## src/rtl/fetch_stage_ctrl_if.sv

```systemverilog
// Fetch-stage bus: hazard controls, redirect, ROM address/data and IF/ID outputs.
// The master modport is the fetch stage. The slave modport is its environment:
// the hazard unit, the Execute stage, the ROM and Decode.
`timescale 1ns/1ps
interface fetch_stage_ctrl_if #(
   parameter int WIDTH = 32
);
   logic             StallF;
   logic             StallD;
   logic             FlushD;
   logic             PCSrcE;
   logic [WIDTH-1:0] PCTargetE;
   logic [WIDTH-1:0] PCF;
   logic [WIDTH-1:0] InstrF;
   logic [WIDTH-1:0] InstrD;
   logic [WIDTH-1:0] PCD;
   logic [WIDTH-1:0] PCPlus4D;
   logic             ValidD;
   logic             FetchFaultD;

   modport master (
      input  StallF, StallD, FlushD, PCSrcE, PCTargetE, InstrF,
      output PCF, InstrD, PCD, PCPlus4D, ValidD, FetchFaultD
   );

   modport slave (
      output StallF, StallD, FlushD, PCSrcE, PCTargetE, InstrF,
      input  PCF, InstrD, PCD, PCPlus4D, ValidD, FetchFaultD
   );
endinterface

```

## src/rtl/fetch_stage_ctrl.sv

```systemverilog
// Fetch-stage sequencer. It holds the program counter that addresses the instruction
// ROM and loads the IF/ID pipeline register that feeds Decode.
// Optional feature macro: FETCH_ALIGN_CHECK_EN. When it is defined, each fetch address
// is checked for word alignment and for lying inside the ROM window. A bad fetch is
// captured as a bubble with FetchFaultD set, and its PC is still recorded so a trap
// can report it.
`timescale 1ns/1ps
module fetch_stage_ctrl #(
   parameter int               WIDTH        = 32,
   parameter logic [WIDTH-1:0] RESET_VECTOR = 32'hBFC00000,
   parameter logic [WIDTH-1:0] ROM_END      = 32'hBFC00FFF,
   parameter logic [WIDTH-1:0] NOP_INSTR    = 32'h00000013
) (
   input  logic                 clk,
   input  logic                 rst,
   fetch_stage_ctrl_if.master   bus
);

`ifdef FETCH_ALIGN_CHECK_EN
   localparam bit CHECK_EN = 1'b1;
`else
   localparam bit CHECK_EN = 1'b0;
`endif

   // The last address a full word can start at and still lie inside the ROM.
   localparam logic [WIDTH-1:0] LAST_WORD = ROM_END - WIDTH'(3);

   logic [WIDTH-1:0] pc_p0;
   logic [WIDTH-1:0] pc_plus4_p0;
   logic [WIDTH-1:0] pc_next_p0;
   logic             fault_p0;

   logic [WIDTH-1:0] instr_p1;
   logic [WIDTH-1:0] pc_p1;
   logic [WIDTH-1:0] pc_plus4_p1;
   logic             vld_p1;
   logic             fault_p1;

   // The sequential PC wraps modulo 2^WIDTH.
   assign pc_plus4_p0 = pc_p0 + WIDTH'(4);

   // A misaligned or out-of-window fetch is a fault. The check is only active when
   // the feature macro is defined; otherwise this signal is constant 0.
   assign fault_p0 = CHECK_EN && ((pc_p0[1:0] != 2'b00) ||
                                  (pc_p0 < RESET_VECTOR) ||
                                  (pc_p0 > LAST_WORD));

   // Next-PC select. A redirect beats a stall, so a taken branch is never lost.
   always_comb begin
      pc_next_p0 = pc_plus4_p0;
      if (bus.PCSrcE)
         pc_next_p0 = bus.PCTargetE;
      else if (bus.StallF)
         pc_next_p0 = pc_p0;
   end

   // Program counter register, with asynchronous reset to the boot vector.
   always_ff @(posedge clk or posedge rst) begin
      if (rst)
         pc_p0 <= RESET_VECTOR;
      else
         pc_p0 <= pc_next_p0;
   end

   // ---- stage boundary: fetch (p0) -> IF/ID register (p1) ----
   // IF/ID register. Priority is flush (bubble), then stall (hold), then capture.
   always_ff @(posedge clk or posedge rst) begin
      if (rst) begin
         instr_p1    <= NOP_INSTR;
         pc_p1       <= '0;
         pc_plus4_p1 <= '0;
         vld_p1      <= 1'b0;
         fault_p1    <= 1'b0;
      end else if (bus.FlushD) begin
         instr_p1    <= NOP_INSTR;
         pc_p1       <= '0;
         pc_plus4_p1 <= '0;
         vld_p1      <= 1'b0;
         fault_p1    <= 1'b0;
      end else if (!bus.StallD) begin
         instr_p1    <= fault_p0 ? NOP_INSTR : bus.InstrF;
         pc_p1       <= pc_p0;
         pc_plus4_p1 <= pc_plus4_p0;
         vld_p1      <= !fault_p0;
         fault_p1    <= fault_p0;
      end
   end

   assign bus.PCF         = pc_p0;
   assign bus.InstrD      = instr_p1;
   assign bus.PCD         = pc_p1;
   assign bus.PCPlus4D    = pc_plus4_p1;
   assign bus.ValidD      = vld_p1;
   assign bus.FetchFaultD = fault_p1;

endmodule
```

## src/flat_wrapper.sv

```systemverilog
// flat-port wrapper written by rule: the top's interface ports become plain ports
module fetch_stage_ctrl_flat 
#(
   parameter int               WIDTH        = 32,
   parameter logic [WIDTH-1:0] RESET_VECTOR = 32'hBFC00000,
   parameter logic [WIDTH-1:0] ROM_END      = 32'hBFC00FFF,
   parameter logic [WIDTH-1:0] NOP_INSTR    = 32'h00000013
)
  (clk, rst, bus_StallF, bus_StallD, bus_FlushD, bus_PCSrcE, bus_PCTargetE, bus_InstrF, bus_PCF, bus_InstrD, bus_PCD, bus_PCPlus4D, bus_ValidD, bus_FetchFaultD);
  fetch_stage_ctrl_if #(.WIDTH(WIDTH)) bus_i ();
  input  logic clk;
  input  logic rst;
  input wire logic [$bits(bus_i.StallF)-1:0] bus_StallF;
  input wire logic [$bits(bus_i.StallD)-1:0] bus_StallD;
  input wire logic [$bits(bus_i.FlushD)-1:0] bus_FlushD;
  input wire logic [$bits(bus_i.PCSrcE)-1:0] bus_PCSrcE;
  input wire logic [$bits(bus_i.PCTargetE)-1:0] bus_PCTargetE;
  input wire logic [$bits(bus_i.InstrF)-1:0] bus_InstrF;
  output wire logic [$bits(bus_i.PCF)-1:0] bus_PCF;
  output wire logic [$bits(bus_i.InstrD)-1:0] bus_InstrD;
  output wire logic [$bits(bus_i.PCD)-1:0] bus_PCD;
  output wire logic [$bits(bus_i.PCPlus4D)-1:0] bus_PCPlus4D;
  output wire logic [$bits(bus_i.ValidD)-1:0] bus_ValidD;
  output wire logic [$bits(bus_i.FetchFaultD)-1:0] bus_FetchFaultD;
  assign bus_i.StallF = bus_StallF;
  assign bus_i.StallD = bus_StallD;
  assign bus_i.FlushD = bus_FlushD;
  assign bus_i.PCSrcE = bus_PCSrcE;
  assign bus_i.PCTargetE = bus_PCTargetE;
  assign bus_i.InstrF = bus_InstrF;
  assign bus_PCF = bus_i.PCF;
  assign bus_InstrD = bus_i.InstrD;
  assign bus_PCD = bus_i.PCD;
  assign bus_PCPlus4D = bus_i.PCPlus4D;
  assign bus_ValidD = bus_i.ValidD;
  assign bus_FetchFaultD = bus_i.FetchFaultD;
  fetch_stage_ctrl #(.WIDTH(WIDTH), .RESET_VECTOR(RESET_VECTOR), .ROM_END(ROM_END), .NOP_INSTR(NOP_INSTR)) u_core (.clk(clk), .rst(rst), .bus(bus_i));
endmodule
```

## config.mk

```make
export PLATFORM = sky130hd
export DESIGN_NAME = fetch_stage_ctrl_flat
export DESIGN_NICKNAME = d
export VERILOG_FILES = /design/src/rtl/fetch_stage_ctrl_if.sv /design/src/rtl/fetch_stage_ctrl.sv /design/src/flat_wrapper.sv
export SDC_FILE = /design/constraint.sdc
export NUM_CORES = 1
export LEC_CHECK = 0
export CORE_MARGIN = 2
export CORE_UTILIZATION = 46
export DETAILED_ROUTE_END_ITERATION = 7
export GPL_ROUTABILITY_DRIVEN = 0
export PLACE_DENSITY = 0.85
export SYNTH_ARGS = -nofsm -noshare
export SYNTH_HDL_FRONTEND = slang
export SYNTH_SLANG_ARGS = --single-unit
```

## constraint.sdc

```tcl
create_clock -name clk -period 5.9 [get_ports clk]
set_clock_uncertainty 0.2 [all_clocks]
set_input_delay 1.18 -clock clk [delete_from_list [all_inputs] [get_ports clk]]
set_output_delay 1.18 -clock clk [all_outputs]
set_load 0.005 [all_outputs]
```

== Word level (Yosys, flattened, before mapping) ==
Index checks and enable logic that the tools add are counted.

* Register bits: 130
* Bits of input ports: 70

* $add $sub $neg: 1
* Equal/unequal tests: 2
* Mux-type cells: 12

{| class="wikitable"
|+ Operator list
! cell !! number
|-
| $mux W32 || 8
|-
| $add A32 B3 Y32 const B || 1
|-
| $mux W1 || 4
|-
| $ne A2 B1 Y1 const B || 2
|}

== Logic depth before layout (Yosys ltp) ==
Gate-level depths: netlist (run 1).

* Depth after elaboration: 3
* Mapped depth: 7
* Gate-level depth less buffers: 5

== Worst setup path after synthesis (run 1) ==
No wires, ideal clock.

* Kind: input to register
* From: in bus_StallF
* To: reg u_core.pc_p0[16], in the netlist u_core.bus.PCF[16]
* Setup time: 0.069 ns
* Data arrival time: 2.750 ns
* Setup slack: 2.881 ns
* Cell stages on the path: 7
* Cells stage by stage: clkbuf_1 -> nand2b_1 -> or4_1 -> buf_2 -> buf_2 -> or4_1 -> nand3_1

* Longest elaborated chain between the ends: 1

{| class="wikitable"
|+ RTL lines
! what !! RTL line !! source
|-
| from (decl) || flat_wrapper.sv:13 || <nowiki>input wire logic [$bits(bus_i.StallF)-1:0] bus_StallF;</nowiki>
|-
| $ne A2 B1 Y1 (no source line) || n/a ||
|-
| to (signal assigned) || fetch_stage_ctrl.sv:62 || <nowiki>pc_p0 <= pc_next_p0;</nowiki>
|-
| to (decl) || fetch_stage_ctrl.sv:28 || <nowiki>logic [WIDTH-1:0] pc_p0;</nowiki>
|}

No other way between the ends.
A chain may end at the register's enable or synchronous reset.

== Final worst setup path (run 1) ==
* From: in bus_StallF
* To: reg u_core.pc_p0[28], in the netlist u_core.bus.PCF[28]

The elaborated chain is that of the path after synthesis.

==> results of run 1 <==
[state kept, by name, summed over array words and instances (netlist names)]
name and count:
u_core.bus.ValidD 1, u_core.bus.PCPlus4D 32, u_core.bus.PCD 30, u_core.bus.PCF 32, u_core.bus.InstrD 32
[cells in the final DEF (no fill, tap or decap), drive strengths merged, types with 4 or more instances in the layout]
cell type and instances:
nor2 95, dfrtp 115, a221oi 6, nand4 12, nand2 43, buf 7, xor2 7, clkinv 4
mux2i 59, clkbuf 27, nand3 15, nor4 7, inv 13, a311oi 7, or4 18, dfstp 12
or3 12, nor3 10, o21ai 33, o211ai 8, nor2b 4, clkdlybuf4s50 195, a21oi 11, a31oi 7
a211oi 10, xnor2 16
[how the worst max path moves through the flow]
stage	slack, ps	endpoint	from	cells after the start
floorplan	1160	u_core.bus.InstrD[10]	rst	1
global placement	2180	u_core.bus.PCF[24]	bus_StallF	5
detailed placement	2080	u_core.bus.PCF[28]	bus_StallF	5
CTS	2510	u_core.bus.PCF[28]	bus_StallF	5
global route	2370	u_core.bus.PCF[28]	bus_StallF	5
finish	2490	u_core.bus.PCF[28]	bus_StallF	5
[cell type report]
cell class,count,area share (%)
Multi-Input combinational cell,413,30.0
Timing Repair Buffer,202,23.1
Clock inverter,5,0.607
Tap cell,176,2.55
Inverter,14,0.636
Clock buffer,27,6.16
Sequential cell,127,36.9
[kinds of logic after synthesis]
logic type / Yosys count / synth area share (%)
AND/OR/NAND/NOR: 229 / 18.2
flip-flops: 127 / 52.3
AO/OA/AOI/OAI: 98 / 10.7
buffers and inverters: 74 / 5.20
multiplexers: 61 / 10.0
XOR/XNOR: 23 / 3.30
adder cells (fa/ha/maj): 1 / 0.205
other: 1 / 0.0614
[worst max-delay path: stages]
cell	delay, ps
clkdlybuf4s50_1	600
nand2b_1	330
or4_1	690
or4_1	560
a31oi_1	180
[where the power goes]
part	leakage, nW	internal [mW]	switching (mW)
Combinational	1.71	0.217	0.160
Sequential	1.62	0.942	0.0775
Clock	0.289	0.656	0.368
[per-layer routing]
layer | vias to the layer above | routed length (um) | track usage [%]
met4 | 0 | 335 | 8.85
met3 | 34 | 1480 | 8.48
met2 | 251 | 8160 | 38.5
met5 | - | 0 | 0
met1 | 2601 | 7210 | 32.1
li1 | 2496 | - | -
[through the flow]
step / utilization (%) / power, mW / setup WS, ps
floorplan: - / 1.18 / 1160
global placement: 61.6 / 1.40 / 2180
detailed placement: 61.6 / 1.41 / 2080
CTS: 66.1 / 2.44 / 2510
global route: 66.1 / 2.52 / 2370
finish: 66.1 / 2.42 / 2490
==> results.txt, run 1 <==
post-CTS resize count: 0
die area: 0.0142 mm^2
area of the multi-input gates: 0.00260 mm^2
share of cells above drive strength 1: 6.98%
grt ovf: 0
share of flip-flops with an asynchronous set or reset: 100%
CORE AREA: 0.0131 mm^2
worst r2r dst: u_core.bus.PCF[28]
number of distinct library cells after synthesis: 51
dpl hpwl: 11800 um
hold slack: 319 ps
flop2flop setup slack: 2950 ps
Detail Route Antenna Nets: 0
Synth area leader: dfrtp_1
Hold EP: u_core.bus.PCD[21]
starting density of the core: 46.7%
max_cap viols: 0
Final Setup Violations: 0
final wirelength: 17200 um
clock root buffer master: clkbuf_16
R2R Path Start: u_core.bus.PCF[6]
CP max FO: 17
Lkg Pwr: 3.62 nW
hold path start: u_core.bus.PCD[21]
Tightest Pin Transition: 1010 ps
syn avg cell area: 9.95 um^2
fin crit period: 3410 ps
vias in the first global route: 5448
chip width: 119 um
R2R depth: 4
flop and latch count out of synthesis: 127
status: completed
count leader, synth: dfrtp_1
die height: 119 um
Post-Place Cell Area: 0.00807 mm^2
worst skew pair latency: 410 ps
number of fill cells: 995
diodes inserted: 0
Post-Place Cells: 932
Post-Layout Cell Count: 964
RSZ-0062 raised after global routing: false
Buffers on Ports: 198
post-synth top area share: 47.1%
H-tree depth: 4
# IOs: 200
Highest Clock Rate: 294 MHz
CTS Sinks: 127
Synth top cells by count: dfrtp_1 (115), nor2_1 (95), mux2i_1 (59), nand2_1 (43), o21ai_0 (33)
CTS Buffer Depth: 2
Peak supply drop: 0.000170 V
post-CTS setup buffers: 0
via count: 5382
Synth area leaders: dfrtp_1 (47%), mux2i_1 (9.7%), nor2_1 (5.8%)
Cells after Synth: 614
CTS Hold Bufs: 0
Ys Warns: 0
WL/cell: 17.8 um
first-pass GRT wire length: 27900 um
Reg area: 0.00319 mm^2
Via-to-Cell Ratio: 5.58
Final TNS setup: 0 ps
hold crit path type: register to register
P&R area growth vs syn: 41.7%
clock tree from TritonCTS: yes
design area: 0.00865 mm^2
Post-synth EDFFs: 0
drc violations: 0
register clock-pin slew on the reported worst setup and hold paths: 60 ps
drt first pass iters: 5
Final Cycle Share: 57.7%
Top FF cell, synth: dfrtp_1
Setup CP Type: primary input to register
Nets: 846
syn nets: 685
initial antenna violation count: 0
GRT Total Usage: 24.7%
Critical Path End Type: register
Slew headroom: 33.0%
1st-iter DRT viols: 453
WP data required: 6040 ps
Post-Syn Area: 0.00611 mm^2
pwr/cell area: 280 mW/mm^2
CTS buffer count: 17
final hold violations: 0
CP startpoint kind: primary input
row count: 42
CP arrival: 3550 ps
largest net degree at the start of global routing: 96
sequential area share after synthesis: 52.3%
Hold Path Depth: 2
max-slew violation count: 0
Note: power is estimated with default switching activity, not from simulation.
==> run 2: changes to the inputs <==
Settings changed: CORE_UTILIZATION 46 to 42, PLACE_DENSITY 0.85 to 0.82.
Clock period 5.9 ns to 2.8 ns, I/O delays scaled along.
==> run 2 against run 1 <==
Against the previous run: hold slack got worse by 140 ps; via count rose by 1.8%; final cell count is 3.8% higher; critical endpoint is now u_core.bus.PCPlus4D[25]; largest power group is now clock; highest routed layer unchanged.
==> results.txt, run 2 (synthesis results as in run 1) <==
Gate power share: 17.1%
initial antenna violation count: 1
R2R Path Start: u_core.bus.PCF[7]
grt ovf: 0
Final TNS setup: 0 ps
Buffers on Ports: 198
crit-path cells: nand4_1, or4_1, or3_1, a311oi_1
slowest CP cell: or4_1
setup ws final: 339 ps
CTS Hold Bufs: 0
Buf/Inv on CP: 0
register clock-pin slew on the reported worst setup and hold paths: 60 ps
Final Setup Violations: 0
final core utilization: 62.1%
die height: 125 um
RSZ-0062 raised after global routing: false
diodes inserted: 0
# IOs: 200
first-pass GRT wire length: 28700 um
Sequential Power Share: 41.0%
largest net degree at the start of global routing: 92
Post-Layout Cell Count: 1001
CP delay by family, top: simple AND/OR/NAND/NOR gates
hold crit path type: primary input to asynchronous set/reset pin
flop2flop setup slack: 340 ps
vias in the first global route: 5459
CTS Sinks: 127
die area: 0.0155 mm^2
WP data required: 2920 ps
Post-Place Cells: 969
starting density of the core: 42.5%
clock tree from TritonCTS: yes
Via-to-Cell Ratio: 5.47
pwr/cell area: 578 mW/mm^2
CP arrival: 2580 ps
Slew headroom: 56.1%
post-CTS resize count: 0
Nets: 875
worst skew pair latency: 420 ps
CP Capture Point: u_core.bus.PCPlus4D[25]
Tightest Pin Transition: 658 ps
chip width: 125 um
worst r2r dst: u_core.bus.PCPlus4D[25]
dpl hpwl: 12200 um
Highest Clock Rate: 406 MHz
Lkg Pwr: 3.77 nW
share of cells above drive strength 1: 9.91%
final hold violations: 0
WP depth: 4
Setup CP Type: register to register
setup slack at placement: 82.7 ps
critical path launch point: u_core.bus.PCF[7]
CORE AREA: 0.0144 mm^2
Detail Route Antenna Nets: 0
Critical Path End Type: register
Peak supply drop: 0.000288 V
Sw Pwr: 1.27 mW
final wirelength: 17500 um
P&R area growth vs syn: 46.0%
drc violations: 0
Final Cycle Share: 87.9%
Sw Ratio: 24.7%
most frequent cells in the layout: clkdlybuf4s50_1 (196), dfrtp_1 (115), nor2_1 (95)
post-CTS setup buffers: 0
fin crit period: 2460 ps
status: completed
R2R depth: 4
max_cap viols: 0
power share of the clock group: 41.9%
CTS buffer count: 17
CP max FO: 12
drt first pass iters: 5
commonest non-fill, non-tap cell in the layout: clkdlybuf4s50_1
WL/cell: 17.5 um
CP startpoint kind: register
GRT Total Usage: 23.2%
clock root buffer master: clkbuf_16
H-tree depth: 4
row count: 44
Critical Path Max Stage Delay: 770 ps
P_int: 3.88 mW
CTS Buffer Depth: 2
1st-iter DRT viols: 330
via count: 5477
max-slew violation count: 0
[run 2: how the worst min path moves through the flow]
stage	startpoint	to	slack (ps)	depth (start not counted)
2_1_floorplan	u_core.bus.PCD[2]	u_core.bus.PCD[2]	310	2
3_3_place_gp	u_core.bus.PCD[2]	u_core.bus.PCD[2]	300	2
3_5_place_dp	u_core.bus.PCD[2]	u_core.bus.PCD[2]	310	2
4_1_cts	rst	u_core.bus.InstrD[27]	180	2
5_1_grt	rst	u_core.bus.InstrD[27]	180	2
6_report	rst	u_core.bus.InstrD[27]	180	2
[run 2: metrics by stage]
step / cell area [um^2] / total power [mW] / hold WS, ps
floorplan: 6110 / 2.49 / 308
global placement: 8340 / 3.01 / 303
detailed placement: 8340 / 3.03 / 313
CTS: 8920 / 5.20 / 178
global route: 8920 / 5.39 / 175
finish: 8920 / 5.16 / 184
[run 2: power by group through the flow]
stage	Combinational, mW	Clock (mW)	Sequential, mW
after floorplan	0.381	0	2.11
after global placement	0.873	0	2.13
after detailed placement	0.888	0	2.14
after CTS	0.893	2.20	2.11
after global routing	0.963	2.29	2.13
final	0.882	2.16	2.11
[run 2: worst register-to-register path, cell delays in order, from the launching register on]
cell	delay, ps
dfrtp_1	470
nand4_1	240
or4_1	770
or3_1	410
a311oi_1	270
[run 2: final cells by class]
type / count / area [um^2]
timing repair buffer: 231 / 2260
fill: 1161 / 5450
tap: 184 / 230
clock buffer: 26 / 499
multi-input combinational: 413 / 2600
clock inverter: 6 / 80.1
inverter: 14 / 56.3
sequential: 127 / 3190
[run 2: per-layer routing]
metal  wire [um]  vias up  track usage (%)
met2        8100      228             35.7
met5           0        -                0
met3        1460       33             8.16
li1            -     2553                -
met4         403        0             8.46
met1        7540     2663             30.2
